<file path="src/rtl/score_counter_pkg.sv">
// Shared constants for the score counter and its glyph window (BCD width, glyph pitch).
// Also supplies the single-decade BCD successor helper used by every decade.
package score_counter_pkg;

    localparam int BCD_W       = 4;
    localparam int GLYPH_W     = 4;
    localparam int GLYPH_PITCH = 8;
    localparam int X_BASE_DEF  = 28;

    localparam logic [BCD_W-1:0] BCD_NINE = 4'd9;

    function automatic logic [BCD_W-1:0] bcd_succ(input logic [BCD_W-1:0] d);
        return (d == BCD_NINE) ? '0 : d + 4'd1;
    endfunction

endpackage

</file>
<file path="src/rtl/score_counter_bcd_digit.sv">
// One BCD decade of the score: counts 0..9 on i_inc, clears on i_clr.
// o_carry ripples into the next decade when this one wraps 9 -> 0.
module bcd_digit
    import score_counter_pkg::*;
(
    input  logic             clk,
    input  logic             rst,
    input  logic             i_inc,
    input  logic             i_clr,
    output logic [BCD_W-1:0] o_digit,
    output logic             o_nine,
    output logic             o_carry
);

    logic [BCD_W-1:0] r_digit;

    always_ff @(posedge clk or negedge rst) begin
        if (!rst) begin
            r_digit <= '0;
        end else if (i_clr) begin
            r_digit <= '0;
        end else if (i_inc) begin
            r_digit <= bcd_succ(r_digit);
        end
    end

    assign o_digit = r_digit;
    assign o_nine  = (r_digit == BCD_NINE);
    assign o_carry = i_inc & o_nine;

endmodule

</file>
<file path="src/rtl/score_counter.sv">
// Running BCD game score with frame-tick prescaler, saturation, milestone pulse and digit-window mapping.
// Optional hi-score register enabled by defining SCORE_HISCORE_EN.
module score_counter
    import score_counter_pkg::*;
#(
    parameter int CONV     = 0,
    parameter int DIGITS   = 4,
    parameter int TICK_DIV = 6,
    parameter int X_BASE   = X_BASE_DEF
) (
    input  logic                      clk,
    input  logic                      rst,
    input  logic                      i_frame_tick,
    input  logic                      i_running,
    input  logic                      i_clear,
    input  logic                      i_game_over,
    input  logic                      i_show_hi,
    input  logic [9:CONV]             i_hpos,
    output logic [BCD_W-1:0]          o_num,
    output logic [9:CONV]             o_hpos,
    output logic [BCD_W*DIGITS-1:0]   o_score,
    output logic                      o_milestone,
    output logic                      o_max,
    output logic                      o_new_hi
);

    localparam int POS_W   = 10 - CONV;
    localparam int SCORE_W = BCD_W * DIGITS;
    localparam int FIELD_W = GLYPH_PITCH * DIGITS;

    logic [5:0]         r_prescale;
    logic               r_milestone;
    logic               w_tick_ok;
    logic               w_wrap;
    logic               w_step;
    logic               w_max;
    logic [DIGITS-1:0]  w_inc;
    logic [DIGITS-1:0]  w_carry;
    logic [DIGITS-1:0]  w_nine;
    logic [SCORE_W-1:0] w_score;
    logic [SCORE_W-1:0] w_disp;
    logic               w_unused_carry;

    // A saturated score freezes the prescaler as well as the digits.
    assign w_tick_ok = i_frame_tick & i_running & ~w_max;
    assign w_wrap    = (r_prescale == 6'(TICK_DIV - 1));
    assign w_step    = w_tick_ok & w_wrap & ~i_clear;

    always_ff @(posedge clk or negedge rst) begin
        if (!rst) begin
            r_prescale <= '0;
        end else if (i_clear) begin
            r_prescale <= '0;
        end else if (w_tick_ok) begin
            r_prescale <= w_wrap ? 6'd0 : r_prescale + 6'd1;
        end
    end

    for (genvar g = 0; g < DIGITS; g++) begin : g_digit
        if (g == 0) begin : g_lsd
            assign w_inc[g] = w_step;
        end else begin : g_upper
            assign w_inc[g] = w_carry[g-1];
        end

        bcd_digit u_digit (
            .clk     (clk),
            .rst     (rst),
            .i_inc   (w_inc[g]),
            .i_clr   (i_clear),
            .o_digit (w_score[g*BCD_W +: BCD_W]),
            .o_nine  (w_nine[g]),
            .o_carry (w_carry[g])
        );
    end

    assign w_max          = &w_nine;
    assign w_unused_carry = w_carry[DIGITS-1];

    // A carry out of the tens decade is exactly an increment that changes the hundreds.
    if (DIGITS >= 3) begin : g_mile
        always_ff @(posedge clk or negedge rst) begin
            if (!rst) begin
                r_milestone <= 1'b0;
            end else begin
                r_milestone <= w_carry[1];
            end
        end
    end else begin : g_no_mile
        assign r_milestone = 1'b0;
    end

`ifdef SCORE_HISCORE_EN
    logic [SCORE_W-1:0] r_hi;
    logic               r_new_hi;

    // Packed BCD orders the same as its binary reading, so a plain compare works.
    always_ff @(posedge clk or negedge rst) begin
        if (!rst) begin
            r_hi     <= '0;
            r_new_hi <= 1'b0;
        end else begin
            r_new_hi <= 1'b0;
            if (i_game_over && (w_score > r_hi)) begin
                r_hi     <= w_score;
                r_new_hi <= 1'b1;
            end
        end
    end

    assign w_disp   = i_show_hi ? r_hi : w_score;
    assign o_new_hi = r_new_hi;
`else
    logic w_unused_hi;
    assign w_unused_hi = i_game_over ^ i_show_hi;
    assign w_disp      = w_score;
    assign o_new_hi    = 1'b0;
`endif

    logic [POS_W-1:0] w_rel;
    logic             w_in_field;
    logic [2:0]       w_col;
    logic [BCD_W-1:0] w_num;

    assign w_rel      = i_hpos - POS_W'(X_BASE);
    assign w_in_field = (i_hpos >= POS_W'(X_BASE)) && (w_rel < POS_W'(FIELD_W));
    assign w_col      = w_rel[2:0];

    // Slot 0 is leftmost and carries the most significant decade.
    always_comb begin
        w_num = '0;
        for (int k = 0; k < DIGITS; k++) begin
            if (w_in_field && (w_rel[POS_W-1:3] == (POS_W-3)'(k))) begin
                w_num = w_disp[BCD_W*(DIGITS-1-k) +: BCD_W];
            end
        end
    end

    assign o_num       = w_num;
    assign o_hpos      = w_in_field ? (POS_W'(X_BASE) + POS_W'(w_col)) : '0;
    assign o_score     = w_score;
    assign o_milestone = r_milestone;
    assign o_max       = w_max;

endmodule

</file>
<file path="config.mk">
export PLATFORM = sky130hd
export DESIGN_NAME = score_counter
export DESIGN_NICKNAME = d
export VERILOG_FILES = /design/src/rtl/score_counter_pkg.sv /design/src/rtl/score_counter_bcd_digit.sv /design/src/rtl/score_counter.sv
export SDC_FILE = /design/constraint.sdc
export NUM_CORES = 1
export LEC_CHECK = 0
export CAP_MARGIN = 5
export CORE_UTILIZATION = 53
export CTS_BUF_LIST = sky130_fd_sc_hd__clkbuf_8
export CTS_CLUSTER_DIAMETER = 30
export DETAILED_ROUTE_END_ITERATION = 10
export GPL_TIMING_DRIVEN = 1
export PLACE_DENSITY = 0.95
export SETUP_SLACK_MARGIN = 0.4
export SYNTH_ARGS = -nofsm -noshare
export SYNTH_HDL_FRONTEND = slang
export SYNTH_SLANG_ARGS = --single-unit
</file>
<file path="constraint.sdc">
create_clock -name clk -period 3.9 [get_ports clk]
set_input_delay 0.78 -clock clk [delete_from_list [all_inputs] [get_ports clk]]
set_output_delay 0.78 -clock clk [all_outputs]
set_load 0.01 [all_outputs]
</file>
==> results of run 1 <==
## report_power, final
part	switching (mW)	internal (mW)	total, mW
combinational	0.0296	0.0316	0.0612
sequential	0.00128	0.239	0.241
clock	0.0749	0.0703	0.145
## tightest hold or removal path, cell delays in order (launching register included)
cell,delay [ns]
dfrtp_1,0.41
o21ai_0,0.08
a21oi_1,0.06
## what timing repair did
action	CTS	global route
pin swaps	3	0
setup endpoints to repair	10	5
hold buffers	0	0
gates resized for setup	14	6
buffers inserted	2	0
## worst min path at each step
stage | start | end | slack (ns) | cells past startpoint
5_1_grt | r_prescale[1] | r_prescale[1] | 0.62 | 2
6_report | r_prescale[4] | r_prescale[4] | 0.58 | 2
3_3_place_gp | r_prescale[4] | r_prescale[4] | 0.55 | 2
3_5_place_dp | r_prescale[4] | r_prescale[4] | 0.57 | 2
2_1_floorplan | rst | g_digit[0].u_digit.o_digit[0] | 0.48 | 0
4_1_cts | r_prescale[4] | r_prescale[4] | 0.58 | 2
## sequential cells by signal, indices dropped and copies added, names as in the netlist
signal / flops
g_digit.u_digit.o_digit: 16
o_milestone: 1
r_prescale: 6
## final cells by class
cell class / count / area (um2) / area share (%)
multi-input cells: 130 / 1080 / 48.1
flip-flops and latches: 23 / 576 / 25.6
repair buffers: 46 / 453 / 20.1
well taps: 44 / 55.1 / 2.45
clock buffers: 3 / 41.3 / 1.84
inverters: 10 / 37.5 / 1.67
clock inverters: 1 / 3.75 / 0.167
## synthesized netlist by cell type (2+ instances only)
cell type / n / share of area, %
a211o_1: 3 / 1.5
a21oi_1: 12 / 3.5
a221o_1: 2 / 1.2
and2_1: 3 / 1.1
and3_1: 2 / 0.73
and3b_1: 3 / 1.5
buf_4: 8 / 3.5
dfrtp_1: 23 / 34
ha_1: 11 / 8.0
inv_1: 9 / 2.0
mux2_2: 2 / 1.3
mux4_2: 3 / 3.9
nand2_1: 5 / 1.1
nand3_1: 7 / 2.0
nand3b_1: 5 / 2.2
nand4_4: 2 / 2.5
nand4b_1: 2 / 1.0
nor2_1: 5 / 1.1
nor2b_1: 2 / 0.73
nor3_1: 4 / 1.2
nor3b_1: 10 / 4.4
nor4_1: 2 / 0.73
o21ai_0: 7 / 2.0
o31ai_1: 6 / 2.6
or3_1: 4 / 1.5
or4_1: 6 / 2.6
## metal layers
layer / wire length (um) / vias to the layer above
li1: - / 726
met1: 1780 / 746
met2: 2010 / 61
met3: 207 / 4
met4: 31 / 0
met5: 0 / -
## kinds of logic (layout without fill, tap and decap cells)
kind of cell               count (synthesis)  after routing  share of synthesized area [%]
adders and majority gates                 11             11                           8.03
and+or+nand+nor                           69             69                           29.1
other                                      1              5                          0.219
muxes                                      7              7                           7.38
AOI/OAI and AO/OA                         37             37                           14.1
buffers and inverters                     22             60                           7.08
xor gates and xnor gates                   1              1                          0.511
DFF                                       23             23                           33.6
## layout by cell type, fill, tap and decap left out, types with 3 or more instances in the layout
| cell | netlist | routed |
|---|---|---|
| ha_1 | 11 | 10 |
| and3b_1 | 3 | 3 |
| conb_1 | 1 | 5 |
| o31ai_1 | 6 | 6 |
| or4_1 | 6 | 6 |
| a211o_1 | 3 | 3 |
| and2_1 | 3 | 3 |
| mux4_2 | 3 | 3 |
| nor3_1 | 4 | 4 |
| inv_1 | 9 | 10 |
| buf_4 | 8 | 4 |
| clkdlybuf4s50_1 | 0 | 31 |
| nand2_1 | 5 | 5 |
| dlymetal6s2s_1 | 0 | 4 |
| nand3b_1 | 5 | 5 |
| nand3_1 | 7 | 7 |
| nor2_1 | 5 | 5 |
| dlygate4sd2_1 | 0 | 6 |
| clkbuf_8 | 0 | 3 |
| dfrtp_1 | 23 | 23 |
| a21oi_1 | 12 | 12 |
| o21ai_0 | 7 | 7 |
| nor3b_1 | 10 | 8 |
| or3_1 | 4 | 4 |
## stage by stage
step | util [%] | instance area (um2)
final | 73.6 | 2250
after global routing | 73.6 | 2250
after CTS | 73.1 | 2230
after detailed placement | 69.9 | 2130
after global placement | 69.9 | 2130
after floorplan | - | 1730
==> run metrics, run 1 <==
share of layout cells above drive strength 1=11.7%; die width=58.9 um; critical path peak fanout=3; vias in the first global route=1537; final-stage net count=242; Bufs and invs on worst path=2; Post-Route WL=4030 um; Slew Limit Fails=0; Cell Count, Final, Fillers Out=257; first drt pass iteration count=5; residual DRC count=0; Total GRT Usage=25.9%; PD cells=199 nW/um2; Slew Limit Headroom=30.6%; Worst Skew=0.00333 ns; H-tree levels=1; period utilization=87.2%; CTS tree=yes; CTS max path bufs=2; clk_lat worst skew=0.26 ns; drt via density=5.98; largest net degree at the start of global routing=24; asr flop ratio synth=100%; HPWL Detailed=2840 um; Avg Synthesized Cell Area=10.0 um2; CP Data Required Time=3.12 ns; Final setup viols=0; Leak Pwr=1.03 nW; CTS Sinks=23; I/O pins=50; Detailed Route Iter0 Violations=49; worst setup margin=0.498 ns; setup slack, reg-to-reg=1.82 ns; Yosys Warn Count=0; end point of the critical path=o_num[1]; Most used DFF post-synth=dfrtp_1; area of the mapped netlist=1710 um2; fmax=0.294 GHz; Worst setup SP type=primary input; global-route met1 utilization=35.1%; Critical Path Source=i_hpos[3]; pre-CTS WS=0.113 ns; status=finished, final reports clean; crit path time final=3.40 ns; cell count along the critical path=6; initial antenna violation count=0; worst vdd rail ir drop=0.137 mV; Fillers=226; Worst setup EP type=primary output; RR Startpoint=g_digit[1].u_digit.o_digit[1]; Gate Count Post-Synth=171; WP data arrival=2.62 ns; worst path cell trace=clkdlybuf4s50_1 -> ha_4 -> xnor2_2 -> mux4_2 -> nor3b_1 -> dlygate4sd2_1; Post-synth EDFFs=0; Initial Util=56.1%; synth unique cells=49; Antenna Nets Post-Route=0; total CTS buffers=3; met2 usage=43.3%; per-cell routed wire length=15.7 um; worst stage delay on the critical path=0.52 ns; Fin. Hold Viols=0; synthesized flop and latch total=23; total power=0.447 mW; met3 usage=3.30%; Min Hold Slack=0.580 ns; Slowest-stage cell, CP=mux4_2; core area=3050 um2; Sum Neg Setup Slack=0 ns; GR peak layer=met2; reg-to-reg endpoint=r_prescale[1]; Clk Tree Root Cell=clkbuf_8; Max-cap violations=0; die area=3460 um2; first-pass GRT wire length=6930 um; placed instance count=251; IO Port Bufs=42; clock slew at reported path FFs=0.08 ns; # diodes=0; GRT overflow=0; Setup Crit Path Kind=primary input to primary output; slew at the pin closest to its max-slew limit=1.04 ns; worst hold path type=register to register; via count=1537; reg2reg path depth=7; register area share after synthesis=33.6%; RePlAce Congestion=0.872; die height=58.9 um; RSZ-0062 raised after global routing=true; Rows=20; delay-heaviest family, CP=buffers and inverters; P&R area growth vs syn=31.3%
No activity file was read; power rests on OpenSTA's default activity.
==> run 2: changes to the inputs <==
--- a/config.mk
+++ b/config.mk
@@ -6,9 +6,11 @@
 export NUM_CORES = 1
 export LEC_CHECK = 0
 export CAP_MARGIN = 5
+export CORE_ASPECT_RATIO = 1.2
 export CORE_UTILIZATION = 53
 export CTS_BUF_LIST = sky130_fd_sc_hd__clkbuf_8
 export CTS_CLUSTER_DIAMETER = 30
+export CTS_CLUSTER_SIZE = 40
 export DETAILED_ROUTE_END_ITERATION = 10
 export GPL_TIMING_DRIVEN = 1
 export PLACE_DENSITY = 0.95
==> run metrics, run 2 (same netlist as run 1, synthesis figures left out) <==
fmax=0.286 GHz (was 0.294 GHz); largest net degree at the start of global routing=24 (unchanged); die height=64.3 um (was 58.9 um); HPWL Detailed=2770 um (was 2840 um); switching power=0.105 mW (was 0.106 mW); Detailed Route Iter0 Violations=53 (was 49); drt via density=6.21 (was 5.98); GR peak layer=met2 (unchanged); Worst setup EP type=primary output (unchanged); Setup Crit Path Kind=primary input to primary output (unchanged); worst vdd rail ir drop=0.185 mV (was 0.137 mV); GRT overflow=0 (unchanged); CTS tree=yes (unchanged); critical path peak fanout=8 (was 3); # diodes=0 (unchanged); Slew Limit Fails=0 (unchanged); commonest non-fill, non-tap cell in the layout=clkdlybuf4s50_1 (unchanged); vias in the first global route=1489 (was 1537); CP Data Required Time=3.12 ns (about the same); worst hold path type=register to register (unchanged); Total GRT Usage=25.4% (was 25.9%); via count=1533 (was 1537); Worst setup SP type=primary input (unchanged); per-cell routed wire length=15.4 um (was 15.7 um); period utilization=89.8% (was 87.2%); Max-cap violations=0 (unchanged); residual DRC count=0 (unchanged); PD cells=201 nW/um2 (was 199 nW/um2); max FFs per register=16 (unchanged); clock slew at reported path FFs=0.08 ns (about the same); Logic pwr share=12.6% (was 13.7%); internal power=0.339 mW (was 0.341 mW); Rows=22 (was 20); crit path time final=3.50 ns (was 3.40 ns); I/O pins=50 (unchanged); core area=3060 um2 (was 3050 um2); CTS Sinks=23 (unchanged); slew at the pin closest to its max-slew limit=0.987 ns (was 1.04 ns); worst setup margin=0.398 ns (was 0.498 ns); Clk Tree Root Cell=clkbuf_8 (unchanged); Flop pwr share=54.2% (was 53.8%); initial antenna violation count=0 (unchanged); met2 usage=41.7% (was 43.3%); Slew Limit Headroom=34.0% (was 30.6%); Clock power frac=33.2% (was 32.5%); first-pass GRT wire length=6470 um (was 6930 um); Initial Util=56.1% (about the same); H-tree levels=1 (unchanged); most frequent cells in the layout=35 x clkdlybuf4s50_1, 23 x dfrtp_1, 12 x a21oi_1 (was 31 x clkdlybuf4s50_1, 23 x dfrtp_1, 12 x a21oi_1); status=finished, final reports clean (unchanged); sw frac=23.6% (was 23.7%); Worst Skew=0.00638 ns (was 0.00333 ns); RSZ-0062 raised after global routing=true (unchanged); share of layout cells above drive strength 1=10.4% (was 11.7%); global-route met1 utilization=31.1% (was 35.1%); Final setup viols=0 (unchanged); first drt pass iteration count=4 (was 5); Post-Route WL=3810 um (was 4030 um); die area=3460 um2 (about the same); clk_lat worst skew=0.27 ns (was 0.26 ns); RePlAce Congestion=0.797 (was 0.872); Antenna Nets Post-Route=0 (unchanged); CTS max path bufs=2 (unchanged); pre-CTS WS=0.115 ns (was 0.113 ns); Fin. Hold Viols=0 (unchanged); Leak Pwr=0.985 nW (was 1.03 nW); Sum Neg Setup Slack=0 ns (unchanged); total CTS buffers=3 (unchanged); WP data arrival=2.72 ns (was 2.62 ns); P&R area growth vs syn=28.7% (was 31.3%); met3 usage=2.86% (was 3.30%); die width=53.9 um (was 58.9 um); IO Port Bufs=42 (unchanged); final-stage net count=240 (was 242)
[run 2: worst paths after layout]
check,slack (ns),cells after the start,start,endpoint
worst max-delay path,0.40,6,i_hpos[3],o_hpos[0]
worst min-delay path,0.59,2,r_prescale[4],r_prescale[4]
worst max register to register,1.84,7,g_digit[2].u_digit.o_digit[1],r_prescale[1]
worst min register to register,0.59,2,r_prescale[4],r_prescale[4]
max in group asynchronous,2.25,1,rst,g_digit[3].u_digit.o_digit[3]
min in group asynchronous,1.05,1,rst,r_prescale[4]
[run 2: power by group through the flow]
stage | logic (mW) | clock network (mW) | registers, mW
4_1_cts | 0.0559 | 0.149 | 0.241
2_1_floorplan | 0.0287 | 0 | 0.245
5_1_grt | 0.0620 | 0.160 | 0.241
6_report | 0.0558 | 0.147 | 0.241
3_3_place_gp | 0.0503 | 0 | 0.245
3_5_place_dp | 0.0519 | 0 | 0.245
[run 2: repair_timing]
item                       CTS  global route
hold buffers                 0             0
buffers inserted             0             0
setup endpoints to repair   10             7
gates cloned                 0             0
resized for setup            9             3
pin swaps                    1             1
[run 2: through the flow]
stage          total power [mW]  util (%)  std cells  cell area, um2  hold slack (ns)
4_1_cts                   0.446      71.9        247            2200            0.594
3_3_place_gp              0.296      69.5        243            2120            0.559
2_1_floorplan             0.274         -        175            1730            0.484
5_1_grt                   0.463      72.2        247            2200            0.632
6_report                  0.444      72.2        247            2200            0.592
3_5_place_dp              0.297      69.5        243            2120            0.578
[run 2: final cells by class]
cell class / count / area (um2)
clock buffer: 3 / 41.3
sequential: 23 / 576
tap: 36 / 45.0
fill: 218 / 851
timing repair buffer: 44 / 438
inverter: 10 / 37.5
multi-input combinational: 130 / 1060
clock inverter: 1 / 5.00
[run 2: routing by layer]
| metal | part of all wire (%) | wire [um] |
|---|---|---|
| met1 | 41 | 1560 |
| met2 | 51 | 1930 |
| met3 | 5.9 | 226 |
| met4 | 2.5 | 96 |
| met5 | 0 | 0 |
[run 2: worst max-delay path, stage by stage]
cell             delay [ns]
clkdlybuf4s50_1        0.52
and3_1                 0.23
mux2i_1                0.24
a2bb2oi_2              0.35
nor3b_1                0.11
clkdlybuf4s50_1        0.49
